--- config.mk ---
export PLATFORM = sky130hd
export DESIGN_NAME = lcd_panel_responder
export DESIGN_NICKNAME = d
export VERILOG_FILES = /design/src/rtl/lcd_panel_responder_pkg.sv /design/src/rtl/lcd_panel_responder_strobe_sync.sv /design/src/rtl/lcd_panel_responder.sv
export SDC_FILE = /design/constraint.sdc
export NUM_CORES = 1
export LEC_CHECK = 0
export ABC_AREA = 0
export CAP_MARGIN = 25
export CORE_MARGIN = 2
export CORE_UTILIZATION = 40
export CTS_CLUSTER_DIAMETER = 100
export DETAILED_ROUTE_END_ITERATION = 12
export GPL_TIMING_DRIVEN = 0
export MAX_ROUTING_LAYER = met4
export PLACE_DENSITY_LB_ADDON = 0.12
export SLEW_MARGIN = 20
export SYNTH_ARGS = -nofsm -noshare
export SYNTH_HDL_FRONTEND = slang
export SYNTH_SLANG_ARGS = --single-unit
--- constraint.sdc ---
create_clock -name mclk -period 3.1 [get_ports mclk]
set_clock_uncertainty 0.1 [all_clocks]
set_input_delay 0.62 -clock mclk [delete_from_list [all_inputs] [get_ports mclk]]
set_output_delay 0.62 -clock mclk [all_outputs]
set_load 0.01 [all_outputs]
--- src/rtl/lcd_panel_responder_pkg.sv ---
// Shared constants, RAM-mode type and address helpers for the LCD panel responder.
// The visible DDRAM window is two 16-byte rows at 0x00..0x0F and 0x40..0x4F.
package lcd_panel_responder_pkg;

    localparam int         LCD_COLS       = 16;
    localparam logic [6:0] LCD_LINE2_BASE = 7'h40;
    localparam logic [6:0] LCD_LINE1_LAST = 7'h0F;
    localparam logic [6:0] LCD_LINE2_LAST = 7'h4F;
    localparam logic [7:0] LCD_SPACE      = 8'h20;

    typedef enum logic {
        MODE_DDRAM = 1'b0,
        MODE_CGRAM = 1'b1
    } ram_mode_t;

    function automatic logic ddram_valid(input logic [6:0] a);
        return (a <= LCD_LINE1_LAST) || ((a >= LCD_LINE2_BASE) && (a <= LCD_LINE2_LAST));
    endfunction

    // Row 2 is packed directly after row 1 in the 32-byte image.
    function automatic logic [4:0] ram_index(input logic [6:0] a);
        return 5'(a[6] ? (a - LCD_LINE2_BASE + 7'd16) : a);
    endfunction

    function automatic logic [6:0] ac_step(input logic [6:0] a, input logic inc);
        logic [6:0] n;
        if (inc) begin
            if (a == LCD_LINE1_LAST)      n = LCD_LINE2_BASE;
            else if (a == LCD_LINE2_LAST) n = 7'h00;
            else                          n = a + 7'd1;
        end else begin
            if (a == 7'h00)               n = LCD_LINE2_LAST;
            else if (a == LCD_LINE2_BASE) n = LCD_LINE1_LAST;
            else                          n = a - 7'd1;
        end
        return n;
    endfunction

endpackage

--- src/rtl/lcd_panel_responder_strobe_sync.sv ---
// Synchronises the E strobe and bus lines into mclk, detects the falling edge of E,
// measures the synced high width and holds the bus value seen while E was high.
module lcd_panel_responder_strobe_sync #(
    parameter int SYNC_STAGES = 2,
    parameter int MIN_E_HIGH  = 1
) (
    input  logic       mclk,
    input  logic       rst,
    input  logic       e,
    input  logic       rs,
    input  logic       rw,
    input  logic [7:0] db,
    output logic       e_sync,
    output logic       rs_sync,
    output logic       rw_sync,
    output logic       fall,
    output logic       high_ok,
    output logic       rs_cap,
    output logic       rw_cap,
    output logic [7:0] db_cap
);

    localparam logic [7:0] MIN_HIGH = 8'(MIN_E_HIGH);

    logic [SYNC_STAGES-1:0] e_pipe;
    logic [SYNC_STAGES-1:0] rs_pipe;
    logic [SYNC_STAGES-1:0] rw_pipe;
    logic [7:0]             db_pipe [SYNC_STAGES];
    logic                   e_prev;
    logic [7:0]             high_cnt;

    // Bus lines travel through the same depth as E so capture is aligned with the strobe.
    always_ff @(posedge mclk) begin
        if (rst) begin
            e_pipe   <= '0;
            rs_pipe  <= '0;
            rw_pipe  <= '0;
            for (int i = 0; i < SYNC_STAGES; i++) db_pipe[i] <= '0;
            e_prev   <= 1'b0;
            high_cnt <= '0;
            rs_cap   <= 1'b0;
            rw_cap   <= 1'b0;
            db_cap   <= '0;
        end else begin
            e_pipe[0]  <= e;
            rs_pipe[0] <= rs;
            rw_pipe[0] <= rw;
            db_pipe[0] <= db;
            for (int i = 1; i < SYNC_STAGES; i++) begin
                e_pipe[i]  <= e_pipe[i-1];
                rs_pipe[i] <= rs_pipe[i-1];
                rw_pipe[i] <= rw_pipe[i-1];
                db_pipe[i] <= db_pipe[i-1];
            end
            e_prev <= e_sync;
            if (e_sync) begin
                rs_cap <= rs_pipe[SYNC_STAGES-1];
                rw_cap <= rw_pipe[SYNC_STAGES-1];
                db_cap <= db_pipe[SYNC_STAGES-1];
                if (high_cnt != 8'hFF) high_cnt <= high_cnt + 8'd1;
            end else begin
                high_cnt <= '0;
            end
        end
    end

    assign e_sync  = e_pipe[SYNC_STAGES-1];
    assign rs_sync = rs_pipe[SYNC_STAGES-1];
    assign rw_sync = rw_pipe[SYNC_STAGES-1];
    assign fall    = !e_sync && e_prev;
    assign high_ok = (high_cnt >= MIN_HIGH);

endmodule

--- src/rtl/lcd_panel_responder.sv ---
// HD44780-style panel model: decodes bus transfers on the falling edge of E, keeps the
// 2x16 DDRAM image, address counter, display state and the busy flag.
module lcd_panel_responder
    import lcd_panel_responder_pkg::*;
#(
    parameter int SYNC_STAGES  = 2,
    parameter int BUSY_CYCLES  = 40,
    parameter int CLEAR_CYCLES = 1600,
    parameter int MIN_E_HIGH   = 1
) (
    input  logic         mclk,
    input  logic         rst,
    input  logic         E,
    input  logic         RS,
    input  logic         RW,
    input  logic [7:0]   DB_in,
    output logic [7:0]   DB_out,
    output logic         DB_oe,
    output logic [127:0] line_a,
    output logic [127:0] line_b,
    output logic [6:0]   cursor_addr,
    output logic         disp_on,
    output logic         cursor_on,
    output logic         blink_on,
    output logic         two_line,
    output logic         init_done,
    output logic         busy,
    output logic         protocol_err
);

    // mode       | meaning
    // MODE_DDRAM | data writes land in the display image at AC
    // MODE_CGRAM | data writes are accepted (busy applies) but dropped

    localparam int MAX_CYCLES = (CLEAR_CYCLES > BUSY_CYCLES) ? CLEAR_CYCLES : BUSY_CYCLES;
    localparam int CW         = $clog2(MAX_CYCLES + 1);
    localparam logic [CW-1:0] BUSY_LOAD  = CW'(BUSY_CYCLES);
    localparam logic [CW-1:0] CLEAR_LOAD = CW'(CLEAR_CYCLES);

    logic          e_sync, rs_sync, rw_sync, fall, high_ok;
    logic          rs_cap, rw_cap;
    logic [7:0]    db_cap;
    logic [7:0]    ddram [2*LCD_COLS];
    logic [CW-1:0] busy_cnt;
    logic          entry_inc;
    ram_mode_t     mode;
    logic          wr_req, rd_req, bad_addr, reject, accept_wr;

    lcd_panel_responder_strobe_sync #(
        .SYNC_STAGES (SYNC_STAGES),
        .MIN_E_HIGH  (MIN_E_HIGH)
    ) u_strobe (
        .mclk    (mclk),
        .rst     (rst),
        .e       (E),
        .rs      (RS),
        .rw      (RW),
        .db      (DB_in),
        .e_sync  (e_sync),
        .rs_sync (rs_sync),
        .rw_sync (rw_sync),
        .fall    (fall),
        .high_ok (high_ok),
        .rs_cap  (rs_cap),
        .rw_cap  (rw_cap),
        .db_cap  (db_cap)
    );

    assign busy      = (busy_cnt != '0);
    assign wr_req    = fall && !rw_cap;
    assign rd_req    = fall && rw_cap;
    assign bad_addr  = !rs_cap && db_cap[7] && !ddram_valid(db_cap[6:0]);
    assign reject    = wr_req && (busy || !high_ok || (rs_cap && !init_done) || bad_addr);
    assign accept_wr = wr_req && !reject;

    always_ff @(posedge mclk) begin
        if (rst) begin
            for (int i = 0; i < 2*LCD_COLS; i++) ddram[i] <= LCD_SPACE;
            cursor_addr  <= '0;
            entry_inc    <= 1'b1;
            disp_on      <= 1'b0;
            cursor_on    <= 1'b0;
            blink_on     <= 1'b0;
            two_line     <= 1'b0;
            init_done    <= 1'b0;
            busy_cnt     <= '0;
            protocol_err <= 1'b0;
            mode         <= MODE_DDRAM;
        end else begin
            protocol_err <= reject;
            if (busy_cnt != '0) busy_cnt <= busy_cnt - 1'b1;

            if (accept_wr) begin
                busy_cnt <= BUSY_LOAD;
                if (rs_cap) begin
                    if (mode == MODE_DDRAM) begin
                        if (ddram_valid(cursor_addr)) ddram[ram_index(cursor_addr)] <= db_cap;
                        cursor_addr <= ac_step(cursor_addr, entry_inc);
                    end
                end else begin
                    casez (db_cap)
                        8'b1???????: begin
                            cursor_addr <= db_cap[6:0];
                            mode        <= MODE_DDRAM;
                        end
                        8'b01??????: mode <= MODE_CGRAM;
                        8'b001?????: begin
                            two_line <= db_cap[3];
                            if (db_cap[4]) init_done <= 1'b1;
                        end
                        8'b0001????: begin
                            if (!db_cap[3]) cursor_addr <= ac_step(cursor_addr, db_cap[2]);
                        end
                        8'b00001???: begin
                            disp_on   <= db_cap[2];
                            cursor_on <= db_cap[1];
                            blink_on  <= db_cap[0];
                        end
                        8'b000001??: entry_inc <= db_cap[1];
                        8'b0000001?: begin
                            cursor_addr <= '0;
                            mode        <= MODE_DDRAM;
                            busy_cnt    <= CLEAR_LOAD;
                        end
                        8'b00000001: begin
                            for (int i = 0; i < 2*LCD_COLS; i++) ddram[i] <= LCD_SPACE;
                            cursor_addr <= '0;
                            entry_inc   <= 1'b1;
                            mode        <= MODE_DDRAM;
                            busy_cnt    <= CLEAR_LOAD;
                        end
                        default: busy_cnt <= '0;
                    endcase
                end
            end

            if (rd_req && rs_cap) cursor_addr <= ac_step(cursor_addr, entry_inc);
        end
    end

    assign DB_oe = e_sync && rw_sync;

    always_comb begin
        DB_out = '0;
        if (DB_oe) DB_out = rs_sync ? ddram[ram_index(cursor_addr)] : {busy, cursor_addr};
    end

    always_comb begin
        line_a = '0;
        line_b = '0;
        for (int k = 0; k < LCD_COLS; k++) begin
            line_a[8*k +: 8] = ddram[k];
            line_b[8*k +: 8] = ddram[LCD_COLS + k];
        end
    end

endmodule

==> results of run 1 <==
[final timing paths]
check / from / endpoint / slack [ps] / cells after the start
worst max-delay path: cursor_addr[0] / DB_out[4] / -470 / 9
worst min-delay path: u_strobe.db_pipe[0][2] / u_strobe.db_pipe[1][2] / 330 / 1
worst max register to register: busy_cnt[1] / ddram[5][6] / 100 / 12
worst min register to register: u_strobe.db_pipe[0][2] / u_strobe.db_pipe[1][2] / 330 / 1
[power groups by stage]
| stage | clock [µW] | combinational (µW) | sequential (µW) |
|---|---|---|---|
| finish | 4080 | 1070 | 4980 |
| global route | 4250 | 1160 | 5000 |
| CTS | 4090 | 1030 | 4980 |
| detailed placement | 0 | 935 | 5070 |
| global placement | 0 | 922 | 5070 |
| floorplan | 0 | 474 | 5080 |
[placed cells by master (no fill, tap or decap), drive strengths merged, types with 5 or more instances in the layout]
cell type      synthesis  final
clkdlybuf4s50          0    281
edfxtp               256    256
and2                 166    166
clkbuf                83    126
nor2                  91     91
nor3                  88     88
buf                   26     88
dfxtp                 67     67
mux4                  65     65
o21ai                 46     46
nand2                 40     40
or3                   34     34
mux2i                 25     25
nor2b                 24     24
nand3                 22     22
a21oi                 18     18
inv                   13     15
clkinv                 2     14
a31oi                 10     10
ha                    10     10
xor2                   9      9
nand4                  8      8
xnor2                  8      8
and3                   8      8
a211oi                 8      8
a221oi                 7      7
nor4                   7      7
nand2b                 6      6
o311ai                 5      5
[state kept, by name, summed over array words and instances, names as in the netlist, 2 cells and up]
| name | flops |
|---|---|
| u_strobe.rw_pipe | 2 |
| u_strobe.high_cnt | 8 |
| u_strobe.e_pipe | 2 |
| busy_cnt | 11 |
| u_strobe.db_pipe | 16 |
| u_strobe.rs_pipe | 2 |
| cursor_addr | 7 |
| u_strobe.db_cap | 8 |
| ddram | 256 |
[area by class of cell]
type                       instances  area (µm²)
buffer                           108       804.5
clock buffer                      48       988.4
clock inverter                    15       100.1
fill                            3152       16050
inverter                          15       57.56
multi-input combinational        751        6344
sequential                       323        9039
tap                              511       639.4
timing repair buffer             340        3471
[worst max-delay path, cell delays in order (launching register included)]
cell,delay [ps]
dfxtp_4,370
buf_12,140
buf_6,120
buf_16,120
mux4_2,580
mux2i_2,200
o311ai_2,150
a221oi_4,300
a211oi_2,160
buf_2,160
[what timing repair did]
action,in CTS,in global routing
pin swaps,21,20
gates resized for setup,241,65
endpoints found under the setup margin,520,380
cloned,1,0
setup buffers,25,17
[kinds of logic after synthesis]
group,synth area share
buffers and inverters,0.03261
AO/OA/AOI/OAI,0.05284
XOR/XNOR,0.009825
multiplexers,0.1161
adder cells (fa/ha/maj),0.008256
AND/OR/NAND/NOR,0.1847
flip-flops,0.5957
[metrics by stage]
step	instances	setup slack (ps)	power [µW]
2_1_floorplan	1198	-23.53	5554
3_3_place_gp	1999	-2312	5994
3_5_place_dp	2006	-1856	6008
4_1_cts	2094	-459.4	10100
5_1_grt	2111	-486.8	10410
6_report	2111	-466.8	10140
[metal layers]
metal	track usage	vias up
li1	-	5187
met1	0.4187	6078
met2	0.4619	699
met3	0.05883	107
met4	0.09011	0
met5	-	-
==> results.cfg, run 1 <==
[timing]
timing.max_slew.rel_slack = 0.3816
clock.fmax_ghz = 0.2804
fin_crit_ps = 3567
setup_ws_final_ps = -466.8
grt_setup_unrepaired = true
worst_pin_slew_ps = 927.6
setup-violations-final = 8
final-hold-violation-count = 0
final.period_utilization = 1.151
report.final.slew_viol_count = 0
fin_setup_tns_ps = -3424
timing.hold.ws_ps = 332.0

[yosys]
postSynthAreaPerCell_um2 = 12.65
ys_warn_count = 0
synth.area.top_cells = edfxtp_1 51%, mux4_2 9.7%, dfxtp_1 8.8%
syn-num-nets = 1221
list_of_most_frequent_post_synthesis_cells = 256 x edfxtp_1, 166 x and2_1, 91 x nor2_1
synth.ff_latch_count = 323
netlist-cell-type-count = 63
post-synth-top-area-cell = edfxtp_1
number_of_cells_produced_by_synthesis = 1198
number_of_flops_mapped_to_enable_cells_by_yosys = 256
mappedNetlistArea_mm2 = 0.01516
synth_async_sr_flop_share = 0
primary_flip_flop_cell_chosen_by_synthesis_mapping = edfxtp_1
yosysSeqAreaShare = 0.5957
synth_top_cell_area_share = 0.5072
synth_most_common_cell = edfxtp_1

[routing]
drtIter0Drc = 1354
route.antenna.remaining_nets = 0
wl_per_cell_um = 27.77
drt_first_pass_iters = 5
remaining_drc_errors = 0
via_per_inst = 5.718
finalWirelength_um = 58620
wl_met2_um = 26900
top_layer_used = met4
via_count = 12070
met3WireLength_um = 5719
met1Wirelength_um = 24090

[pwr]
power_report.internal_total_uw = 7679
sw_ratio = 0.2426
power_density_mw_per_mm2 = 472.8
switchingPower_uw = 2460
power.share.sequential = 0.491
power.static_leakage_uw = 0.007230
peakVddDrop_mv = 0.3543
power.share.clock = 0.403
power.combinational.fraction = 0.106

[clock_network]
cts.sinks = 323
cts-root-to-sink-buffers = 3
cts_buffers = 36
cts_tree = yes
htree_levels = 2
cts.clk_slew.worst_paths_ps = 70
worstSkewPairLatency_ps = 530
post_cts_hold_buffer_count = 0
cts_root_buffer = clkbuf_16

[global_route]
number_of_antenna_violations_at_the_first_check_in_global_routing = 0
first_global_vias = 11590
grt_start_max_net_pins = 14
grt_overflow_total = 0
grt.total_usage = 0.3048
grt_pass1_wl_um = 82400

[floorplan]
area_of_the_die_mm2 = 0.03946
initial_utilization = 0.4043
core-area_mm2 = 0.03749
io_pins = 292
placementRows = 71
die_width_um = 198.7
die_h_um = 198.7

[layout]
num_antenna_cells = 0
syn2layout_area_growth_pct = 41.48
share_of_post_route_cells_with_drive_strength_above_1 = 0.2056
final_core_util = 0.5720
stdcell_area_mm2 = 0.02144
nNetsFinal = 1598

[setup_path]
critical_path_peak_fanout = 7
worst_setup_path_end_kind = output pin
worst_ep_required_time_ps = 2380
critical_path_at_ps = 2850
setup.worst_path.start_class = flop
critical_path_class = reg2out

[placement]
dp_hpwl_um = 43020
gpl_wtd_cong = 0.9743
place_area_mm2 = 0.01876
port_buffers = 290

[status]
violations = setup timing
run_status = finished, violations left

[worst_hold_path]
holdCritPathClass = reg2reg

[flow_run]
timing.max_cap.violations = 0
Note: power is estimated with default switching activity, not from simulation.
==> inputs of run 2 (changes only) <==
--- a/config.mk
+++ b/config.mk
@@ -12,5 +12,5 @@
 export CTS_CLUSTER_DIAMETER = 100
 export DETAILED_ROUTE_END_ITERATION = 12
-export GPL_TIMING_DRIVEN = 0
+export GPL_TIMING_DRIVEN = 1
 export MAX_ROUTING_LAYER = met4
 export PLACE_DENSITY_LB_ADDON = 0.12
--- a/constraint.sdc
+++ b/constraint.sdc
@@ -3,3 +3,3 @@
 set_input_delay 0.62 -clock mclk [delete_from_list [all_inputs] [get_ports mclk]]
 set_output_delay 0.62 -clock mclk [all_outputs]
-set_load 0.01 [all_outputs]
+set_load 0.005 [all_outputs]
==> results.cfg, run 2 (synthesized netlist as in run 1, its figures left out) <==
[layout]
top_regs = ddram: 256 flops, u_strobe.db_pipe: 16 flops, busy_cnt: 11 flops
nNetsFinal = 1632
share_of_post_route_cells_with_drive_strength_above_1 = 0.2295
largest_register_ff_count = 256
final_common_cell = clkdlybuf4s50_1
num_antenna_cells = 0
final_core_util = 0.5721
largest-register = ddram
stdcell_area_mm2 = 0.02145
syn2layout_area_growth_pct = 41.50
final_cell_mix = 281 x clkdlybuf4s50_1, 256 x edfxtp_1, 166 x and2_1, 166 x buf_4, 91 x nor2_1

[placement]
dp_hpwl_um = 38980
port_buffers = 291
gpl_wtd_cong = 0.9338
place_area_mm2 = 0.01964

[setup_path]
critical_path_peak_fanout = 10
critical_path_at_ps = 2680
critical_path_class = reg2out
setup.worst_path.start_class = flop
worst_setup_path_end_kind = output pin
worst_ep_required_time_ps = 2380

[timing]
grt_setup_unrepaired = true
worst_pin_slew_ps = 846.6
final-hold-violation-count = 0
clock.fmax_ghz = 0.2940
setup-violations-final = 8
setup_ws_final_ps = -301.8
fin_setup_tns_ps = -2179
timing.max_slew.rel_slack = 0.4350
fin_crit_ps = 3402
report.final.slew_viol_count = 0
final.period_utilization = 1.097

[floorplan]
io_pins = 292
initial_utilization = 0.4043
die_width_um = 198.7
area_of_the_die_mm2 = 0.03946
placementRows = 71
die_h_um = 198.7
core-area_mm2 = 0.03749

[global_route]
number_of_antenna_violations_at_the_first_check_in_global_routing = 0
grt_pass1_wl_um = 76990
grt_start_max_net_pins = 55
first_global_vias = 11400
grt_overflow_total = 0
grt.total_usage = 0.2783

[clock_network]
cts_buffers = 37
cts_root_buffer = clkbuf_16
cts_tree = yes
cts.clk_slew.worst_paths_ps = 60
htree_levels = 2
cts.sinks = 323
cts-root-to-sink-buffers = 3
worstSkewPairLatency_ps = 520

[routing]
via_per_inst = 5.609
route.antenna.remaining_nets = 0
drt_first_pass_iters = 6
remaining_drc_errors = 0
drtIter0Drc = 1451
wl_per_cell_um = 25.26
finalWirelength_um = 54280
via_count = 12050

[flow_run]
timing.max_cap.violations = 0

[pwr]
power_density_mw_per_mm2 = 505.8
power.static_leakage_uw = 0.007606
peakVddDrop_mv = 0.3073

[status]
violations = setup timing
run_status = finished, violations left

[worst_hold_path]
holdCritPathClass = reg2reg
[run 2: routing by layer]
metal,vias up,global-route usage,share of wire
li1,5259,-,-
met1,5939,0.3882,0.41
met2,755,0.4214,0.46
met3,100,0.04578,0.11
met4,0,0.08126,0.030
met5,-,-,0
[run 2: final cells by class]
type,count,area [µm²]
repair buffers,481,4502
clock inverters,18,256.5
flip-flops and latches,323,9036
clock buffers,50,1099
multi-input cells,751,5857
inverters,15,56.30
well taps,511,639.4
fillers,3162,16040
[run 2: timing repair]
| action | 4_1_cts | 5_1_grt |
|---|---|---|
| buffers inserted | 16 | 5 |
| hold buffers | 0 | 0 |
| gates resized for setup | 75 | 32 |
| gates cloned | 0 | 1 |
| pin swaps | 18 | 8 |
| endpoints found under the setup margin | 9 | 94 |
[run 2: per-stage QoR]
stage | total power, µW | cells | setup WS, ps | hold WS [ps]
finish | 10850 | 2149 | -301.8 | 336.4
global route | 11150 | 2149 | -378.5 | 360.1
CTS | 10820 | 2144 | -329.9 | 332.5
detailed placement | 6056 | 2064 | -420.5 | 321.2
global placement | 6046 | 2064 | -366.4 | 325.2
floorplan | 5505 | 1198 | -23.53 | 313.8
[run 2: path summary, 6_finish.rpt]
kind	start	endpoint	slack (ps)	depth (start not counted)
min reg2reg	u_strobe.rw_pipe[0]	u_strobe.rw_pipe[1]	340	1
max	cursor_addr[0]	DB_out[6]	-300	8
min	u_strobe.rw_pipe[0]	u_strobe.rw_pipe[1]	340	1
max reg2reg	cursor_addr[1]	ddram[16][7]	130	11
[run 2: critical path: stages (launching register included)]
cell      delay, ps
dfxtp_4         390
buf_12          140
buf_12          140
mux4_2          530
a22oi_1         190
o311ai_1        200
a221oi_4        290
nor3_2          110
buf_2           170
[run 2: report_power, final]
part           total (µW)  switching [µW]  internal (µW)
combinational        1030             491            534
sequential           5020             178           4840
clock                4800            1810           3000
